$ cat config.mk
export PLATFORM = sky130hd
export DESIGN_NAME = micro_sequencer
export DESIGN_NICKNAME = d
export VERILOG_FILES = /design/src/rtl/micro_sequencer.sv
export SDC_FILE = /design/constraint.sdc
export NUM_CORES = 2
export LEC_CHECK = 0
export BUFFER_PORTS_ARGS = -buffer_cell sky130_fd_sc_hd__clkbuf_2
export CAP_MARGIN = 40
export CORE_MARGIN = 2
export CORE_UTILIZATION = 57
export DETAILED_ROUTE_END_ITERATION = 16
export GPL_ROUTABILITY_DRIVEN = 0
export GPL_TIMING_DRIVEN = 0
export PLACE_DENSITY_LB_ADDON = 0.2
export SYNTH_ARGS = -nofsm -noshare
export SYNTH_HDL_FRONTEND = slang
export SYNTH_SLANG_ARGS = --single-unit
$ cat constraint.sdc
create_clock -name clk -period 3.6 [get_ports clk]
set_input_delay 0 -clock clk [delete_from_list [all_inputs] [get_ports clk]]
set_output_delay 0 -clock clk [all_outputs]
set_load 0.005 [all_outputs]
$ cat src/rtl/micro_sequencer.sv
// Microcoded control sequencer: fixed FETCH word, then up to MAX_STEPS microcode words per opcode.
// Holds a writable microcode store indexed by {opcode, step}.
module micro_sequencer #(
  parameter int unsigned          CW_WIDTH     = 21,
  parameter int unsigned          OPCODE_WIDTH = 4,
  parameter int unsigned          MAX_STEPS    = 8,
  parameter logic [CW_WIDTH-1:0]  FETCH_WORD   = 21'h00200F,
  localparam int unsigned         SW           = $clog2(MAX_STEPS)
) (
  input  logic                       clk,
  input  logic                       reset,
  input  logic                       hlt,
  input  logic [OPCODE_WIDTH-1:0]    opcode,
  input  logic                       ucode_we,
  input  logic [OPCODE_WIDTH+SW-1:0] ucode_addr,
  input  logic [CW_WIDTH:0]          ucode_wdata,
  output logic [CW_WIDTH-1:0]        control_word,
  output logic [SW:0]                T,
  output logic                       instr_done,
  output logic                       halted
);

  localparam int unsigned    Depth    = 2 ** (OPCODE_WIDTH + SW);
  localparam logic [SW-1:0]  LastStep = SW'(MAX_STEPS - 1);

  typedef enum logic [1:0] {StIdle, StFetch, StExec, StHalted} state_e;

  state_e                    state_q, state_d;
  logic [SW-1:0]             step_q, step_d;
  logic [OPCODE_WIDTH-1:0]   op_q, op_d;

  logic [CW_WIDTH:0]         ucode_mem [Depth];
  logic [OPCODE_WIDTH-1:0]   rd_op;
  logic [OPCODE_WIDTH+SW-1:0] rd_addr;
  logic [CW_WIDTH:0]         ucode_word;
  logic                      exec_last;

  // Not reset: microcode survives a sequencer reset and can be loaded while reset is held.
  always_ff @(posedge clk) begin
    if (ucode_we) begin
      ucode_mem[ucode_addr] <= ucode_wdata;
    end
  end

  // Step 0 looks up the live opcode; later steps use the opcode latched at step 0.
  assign rd_op      = (step_q == '0) ? opcode : op_q;
  assign rd_addr    = {rd_op, step_q};
  assign ucode_word = ucode_mem[rd_addr];
  assign exec_last  = ucode_word[CW_WIDTH] || (step_q == LastStep);

  always_comb begin
    state_d      = state_q;
    step_d       = step_q;
    op_d         = op_q;
    control_word = '0;
    T            = '0;
    instr_done   = 1'b0;
    halted       = 1'b0;
    unique case (state_q)
      StIdle: begin
        state_d = StFetch;
      end
      StFetch: begin
        control_word = FETCH_WORD;
        step_d       = '0;
        state_d      = StExec;
      end
      StExec: begin
        control_word = ucode_word[CW_WIDTH-1:0];
        T            = {1'b0, step_q} + (SW+1)'(1);
        if (step_q == '0) begin
          op_d = opcode;
        end
        if (exec_last) begin
          instr_done = 1'b1;
          step_d     = '0;
          state_d    = hlt ? StHalted : StFetch;
        end else begin
          step_d = step_q + SW'(1);
        end
      end
      StHalted: begin
        halted = 1'b1;
        if (!hlt) begin
          state_d = StFetch;
        end
      end
      default: begin
        state_d = StIdle;
      end
    endcase
  end

  always_ff @(posedge clk) begin
    if (!reset) begin
      state_q <= StIdle;
      step_q  <= '0;
      op_q    <= '0;
    end else begin
      state_q <= state_d;
      step_q  <= step_d;
      op_q    <= op_d;
    end
  end

endmodule
-- After elaboration in Yosys (flattened, before gate mapping)
Memories as Yosys holds them, arrays and structs flattened.
Cells that the tools add are included.
- bits in registers: 9
- bits in writable memories: 2816
- input port bits: 37
- word-level logic and storage cells: 31
- memories kept: 1
- add/sub/neg operators: 2
- eq/ne operators: 6
- mux-type cells: 14
- reductions and logical operators: 5
- memory list (memory ; words ; bits a word ; rd ports ; clocked after memory_dff ; wr ports ; RTL line ; RTL):
    ucode_mem ; 128 ; 22 ; 1 ; 0 ; 1 ; 32 ; logic [CW_WIDTH:0] ucode_mem [Depth];
- operators by type and width (kind ; count):
    case mux 21 bit (2 select lines) ; 1
    two-way mux 4 bit ; 2
    case mux 2 bit (4 select lines) ; 1
    two-way mux 2 bit ; 3
    case mux 3 bit (2 select lines) ; 1
    two-way mux 1 bit ; 5
    adder 3 x 1 -> 4 bit (second input constant) ; 1
    equality test 2 bit (second input constant) ; 2
    != test 2 bit (second input constant) ; 2
    adder 3 x 1 -> 3 bit (second input constant) ; 1
    equality test 3 bit (second input constant) ; 1
    zero test 3 bit ; 1
    two-way mux 3 bit ; 1
    equality test 2 x 1 -> 1 bit (second input constant) ; 1
    zero test 2 bit ; 1
    AND reduction 2 bit ; 1
    nonzero test 2 bit ; 1
    logical OR 1 bit ; 1

-- Longest topological paths before layout
An unclocked memory read counts as a cell.
- depth after elaboration: 6
- gate-level depth with buffers: 17
- mapped depth without buffers: 9

-- Worst setup path before layout
No wires, ideal clock.
- path type: register to output
- start: reg step_q[1]
- end: out control_word[0]
- arrival time: 3.605 ns
- setup slack: -0.005 ns
- stages on the path, launching flop included: 16
- path buffers: 7
- cells stage by stage: dfxtp_1 buf_2 buf_2 clkbuf_1 clkbuf_1 inv_1 ha_1 nor2b_1 buf_2 mux2i_1 buf_2 buf_2 mux4_2 nand2_1 a31oi_1 a221o_1
- longest elaborated chain between the ends: 4
- RTL lines (element ; RTL line ; RTL):
    from (decl) ; 29 ; logic [SW-1:0] step_q, step_d;
    from (signal assigned) ; 101 ; step_q <= step_d;
    zero test 3 bit ; 46 ; assign rd_op = (step_q == '0) ? opcode : op_q;
    two-way mux 4 bit ; n/a ;
    memory (128 x 22 bit) * ; n/a ;
    case mux 21 bit (2 select lines) * ; 59 ; unique case (state_q)
    to (decl) ; 17 ; output logic [CW_WIDTH-1:0] control_word,
Mark *: on every way between the ends. The rest lies on a longest branch, timed or not.

-- Worst setup path after layout
- start: reg step_q[1]
- end: out control_word[20]
The elaborated chain is that of the path after synthesis.

==> out/qor.csv <==
stage,metric,value,unit
placement,Detailed Place HPWL,193000,um
layout,"Net count, final",5254,
global_routing,GR Util All Layers,31.3,%
layout,fin area,128000,um2
sta,minimum clock period,4460,ps
sta,period utilization,124,%
hold_path,hold path cells,5,
placement,Area after DPL,117000,um2
hold_path,hold_sp,hlt,
worst_setup_path,cell at the slowest stage of the critical path,dfxtp_4,
die,area of the die,194000,um2
cts,CTS tree,yes,
layout,area delta synth->final,18.3,%
sta,fin. max-slew vios,0,
sta,final setup violating endpoints,22,
status,violated checks,setup timing,
route,via/cell ratio,6.85,
synthesis,Syn Nets,4578,
global_routing,Congestion Overflow GR,0,
die,Initial Util,57.2,%
worst_setup_path,Worst setup SP type,flop,
synthesis,most frequent cells after synthesis,"2816 x edfxtp_1, 874 x mux4_2, 199 x nand2_1",
die,Site Rows,160,
die,core area,190000,um2
sta,Hold Slack,122,ps
worst_setup_path,CP top delay family,buffers and inverters,
synthesis,Yosys cell types,41,
synthesis,Area contributors post-synth,"edfxtp_1 78%, mux4_2 18%, nand2_1 0.69%",
global_routing,initial antenna violation count,20,
route,overall via count from detail_route,54300,
worst_setup_path,FF-to-FF setup slack,0,ps
sta,Final Hold Vio Count,0,
synthesis,Post-synth EDFFs,2816,
sta,skew final,45.8,ps
worst_setup_path,CP Max Fanout,7,
worst_setup_path,R2R Path End,state_q[1],
placement,Port Buf Inserts,59,
cts,clk buf depth,4,
hold_path,Min-Delay Endpoint,state_q[0],
synthesis,Seq cells post-synth,2825,
power_and_ir_drop,P_leak,39.2,nW
route,Routed WL per cell,37.8,um
synthesis,"Top FF cell, synth",edfxtp_1,
route,DR pass1 iterations,10,
global_routing,first-pass GRT wire length,414000,um
power_and_ir_drop,PwrDens,537,nW/um2
synthesis,top-count cell post-synth,edfxtp_1,
worst_setup_path,"Cell Chain, Critical Path",buf_12 -> clkbuf_16 -> clkbuf_16 -> clkinv_8 -> ha_4 -> nor2b_4 -> buf_6 -> mux2i_4 -> clkbuf_16 -> buf_16 -> buf_4 -> buf_16 -> mux4_2 -> nand2_1 -> nand3_2 -> nand3_4 -> a21oi_4 -> clkbuf_2,
synthesis,Gate Count Post-Synth,4535,
die,Die Y,440,um
synthesis,Syn. warnings,0,
worst_setup_path,CP Capture Type,primary output,
route,WL final,300000,um
cts,Skew-Pair Late Insertion Delay,950,ps
die,Die Wd,440,um
worst_setup_path,"Buf+Inv Stages, Crit Path",10,
worst_setup_path,CP Data Arrival Time,4460,ps
sta,relative slew slack,34.0,%
run,Max Cap Violations,0,
synthesis,cell area after synthesis,108000,um2
global_routing,vias in the first global route,53400,
worst_setup_path,CP required,3600,ps
cts,clock slew at reported path FFs,60,ps
cts,root buf cell,clkbuf_16,
die,I/O Pins,64,
route,post-route ant nets,0,
synthesis,post-synthesis sequential area ratio,78.2,%
synthesis,syn_area_per_cell,23.9,um2
cts,CTS H-tree lvls,5,
sta,Max Freq,224,MHz
synthesis,leading area contributor after synthesis,edfxtp_1,
worst_setup_path,"Top cell by count, worst path",clkbuf_16,
synthesis,Synth async-reset ratio,0,%
worst_setup_path,critical setup path kind,flop to primary output,
layout,share of cells above drive strength 1,37.9,%
layout,Layout fillers,11100,
sta,RSZ-0062 raised after global routing,yes,
cts,CTS Sinks,2825,
worst_setup_path,worst r2r src,step_q[1],
synthesis,Synth top area share,78.0,%
status,outcome,"complete, but fails checks",
sta,Setup WS post-layout,-861,ps
layout,fin util,67.6,%
power_and_ir_drop,VDD IR max,435,uV
global_routing,largest net degree at the start of global routing,129,
hold_path,worst min-delay path category,primary input to flop,
route,DRT iter0 DRCs,8479,
worst_setup_path,"slowest stage delay, CP",390,ps
cts,TritonCTS buffer count,293,
worst_setup_path,reg2reg path depth,18,
sta,Worst Max-Slew Pin Slew,989,ps
route,DRC,0,
layer usage:
metal,share of wire [%],track usage (%),vias to the layer above
li1,-,-,20800
met2,46,46.6,3817
met5,0.085,0,-
met3,12,9.47,827
met4,5.8,14.9,4
met1,35,42.9,28800
layout by cell type (no fill, tap or decap), types with 14 or more instances in the layout:
cell type / synthesis / layout
clkinv_2: 0 / 30
dlygate4sd3_1: 0 / 38
clkbuf_1: 109 / 113
nand2_1: 199 / 159
nand3_1: 112 / 55
buf_1: 31 / 16
buf_4: 4 / 124
clkbuf_16: 0 / 307
buf_6: 12 / 58
mux4_2: 874 / 874
buf_16: 0 / 44
bufinv_16: 0 / 14
buf_8: 1 / 55
clkinv_1: 0 / 63
a21oi_4: 0 / 16
buf_2: 93 / 25
buf_12: 0 / 96
nor2_4: 0 / 98
clkbuf_8: 0 / 15
clkbuf_4: 0 / 27
clkbuf_2: 0 / 84
edfxtp_1: 2816 / 2816
nand3_2: 0 / 35
nand3_4: 0 / 22
nand2_2: 0 / 38
nor2_2: 0 / 22
flip-flops by register name, summed over array words and instances (netlist names):
register,flops
op_q,4
state_q,2
step_q,3
ucode_mem,2816
worst register-to-register path, stage by stage, from the launching register on:
cell	delay, ps
dfxtp_4	410
buf_12	140
clkbuf_16	150
clkbuf_16	140
clkinv_8	50
ha_4	160
nor2b_4	130
buf_4	150
buf_6	120
mux2_4	330
buf_12	150
mux4_2	500
nand2_1	110
and3_4	240
o22a_1	240
buf_4	140
buf_4	100
buf_4	100
o211ai_1	110
per-stage QoR:
stage / total power (W) / TNS [ps] / worst slack, ps / cells
after floorplan: 0.0387 / 0 / 82.2 / 4535
after global placement: 0.0404 / -545150 / -4400 / 7105
after detailed placement: 0.0405 / -71010 / -2820 / 7315
after CTS: 0.0688 / -16630 / -817 / 7888
after global routing: 0.0704 / -16620 / -855 / 7918
final: 0.0689 / -17260 / -861 / 7921
what timing repair did:
action,4_1_cts,5_1_grt
hold buffers,38,0
setup endpoints to repair,33,22
gates cloned,6,3
pin swaps,60,46
endpoints found under the hold margin,2626,0
buffers inserted,40,29
gates resized for setup,399,102
power breakdown:
group / total, W / switching [W] / leakage (nW) / internal [W]
clock: 0.0283 / 0.0120 / 4.27 / 0.0163
combinational: 0.00420 / 0.00266 / 9.55 / 0.00154
sequential: 0.0364 / 0.0000657 / 25.4 / 0.0363
total: 0.0689 / 0.0147 / 39.2 / 0.0541
kinds of logic after synthesis:
family / synth area share (%)
mux: 18.3
simple gates: 1.98
fa+ha+maj: 0.0693
compound gates: 0.406
flops: 78.2
buf+inv: 1.10
cell type report:
class | count | area [um2] | area share, %
Antenna cell | 4 | 10.0 | 0.00781
Buffer | 244 | 1830 | 1.43
Clock buffer | 372 | 7830 | 6.11
Clock inverter | 118 | 901 | 0.703
Inverter | 5 | 38.8 | 0.0303
Multi-Input combinational cell | 1455 | 24300 | 19.0
Sequential cell | 2825 | 84700 | 66.1
Tap cell | 2511 | 3140 | 2.45
Timing Repair Buffer | 387 | 5400 | 4.21
how the worst max path moves through the flow:
stage               slack, ps       from  cells past startpoint          endpoint
floorplan                  80  step_q[1]                     15   control_word[0]
global placement        -4400  step_q[1]                     17  control_word[19]
detailed placement      -2820  step_q[1]                     18  control_word[19]
CTS                      -820  step_q[0]                     19  control_word[17]
global route             -860  step_q[1]                     17  control_word[16]
finish                   -860  step_q[1]                     18  control_word[20]
No activity file was read; power rests on OpenSTA's default activity.
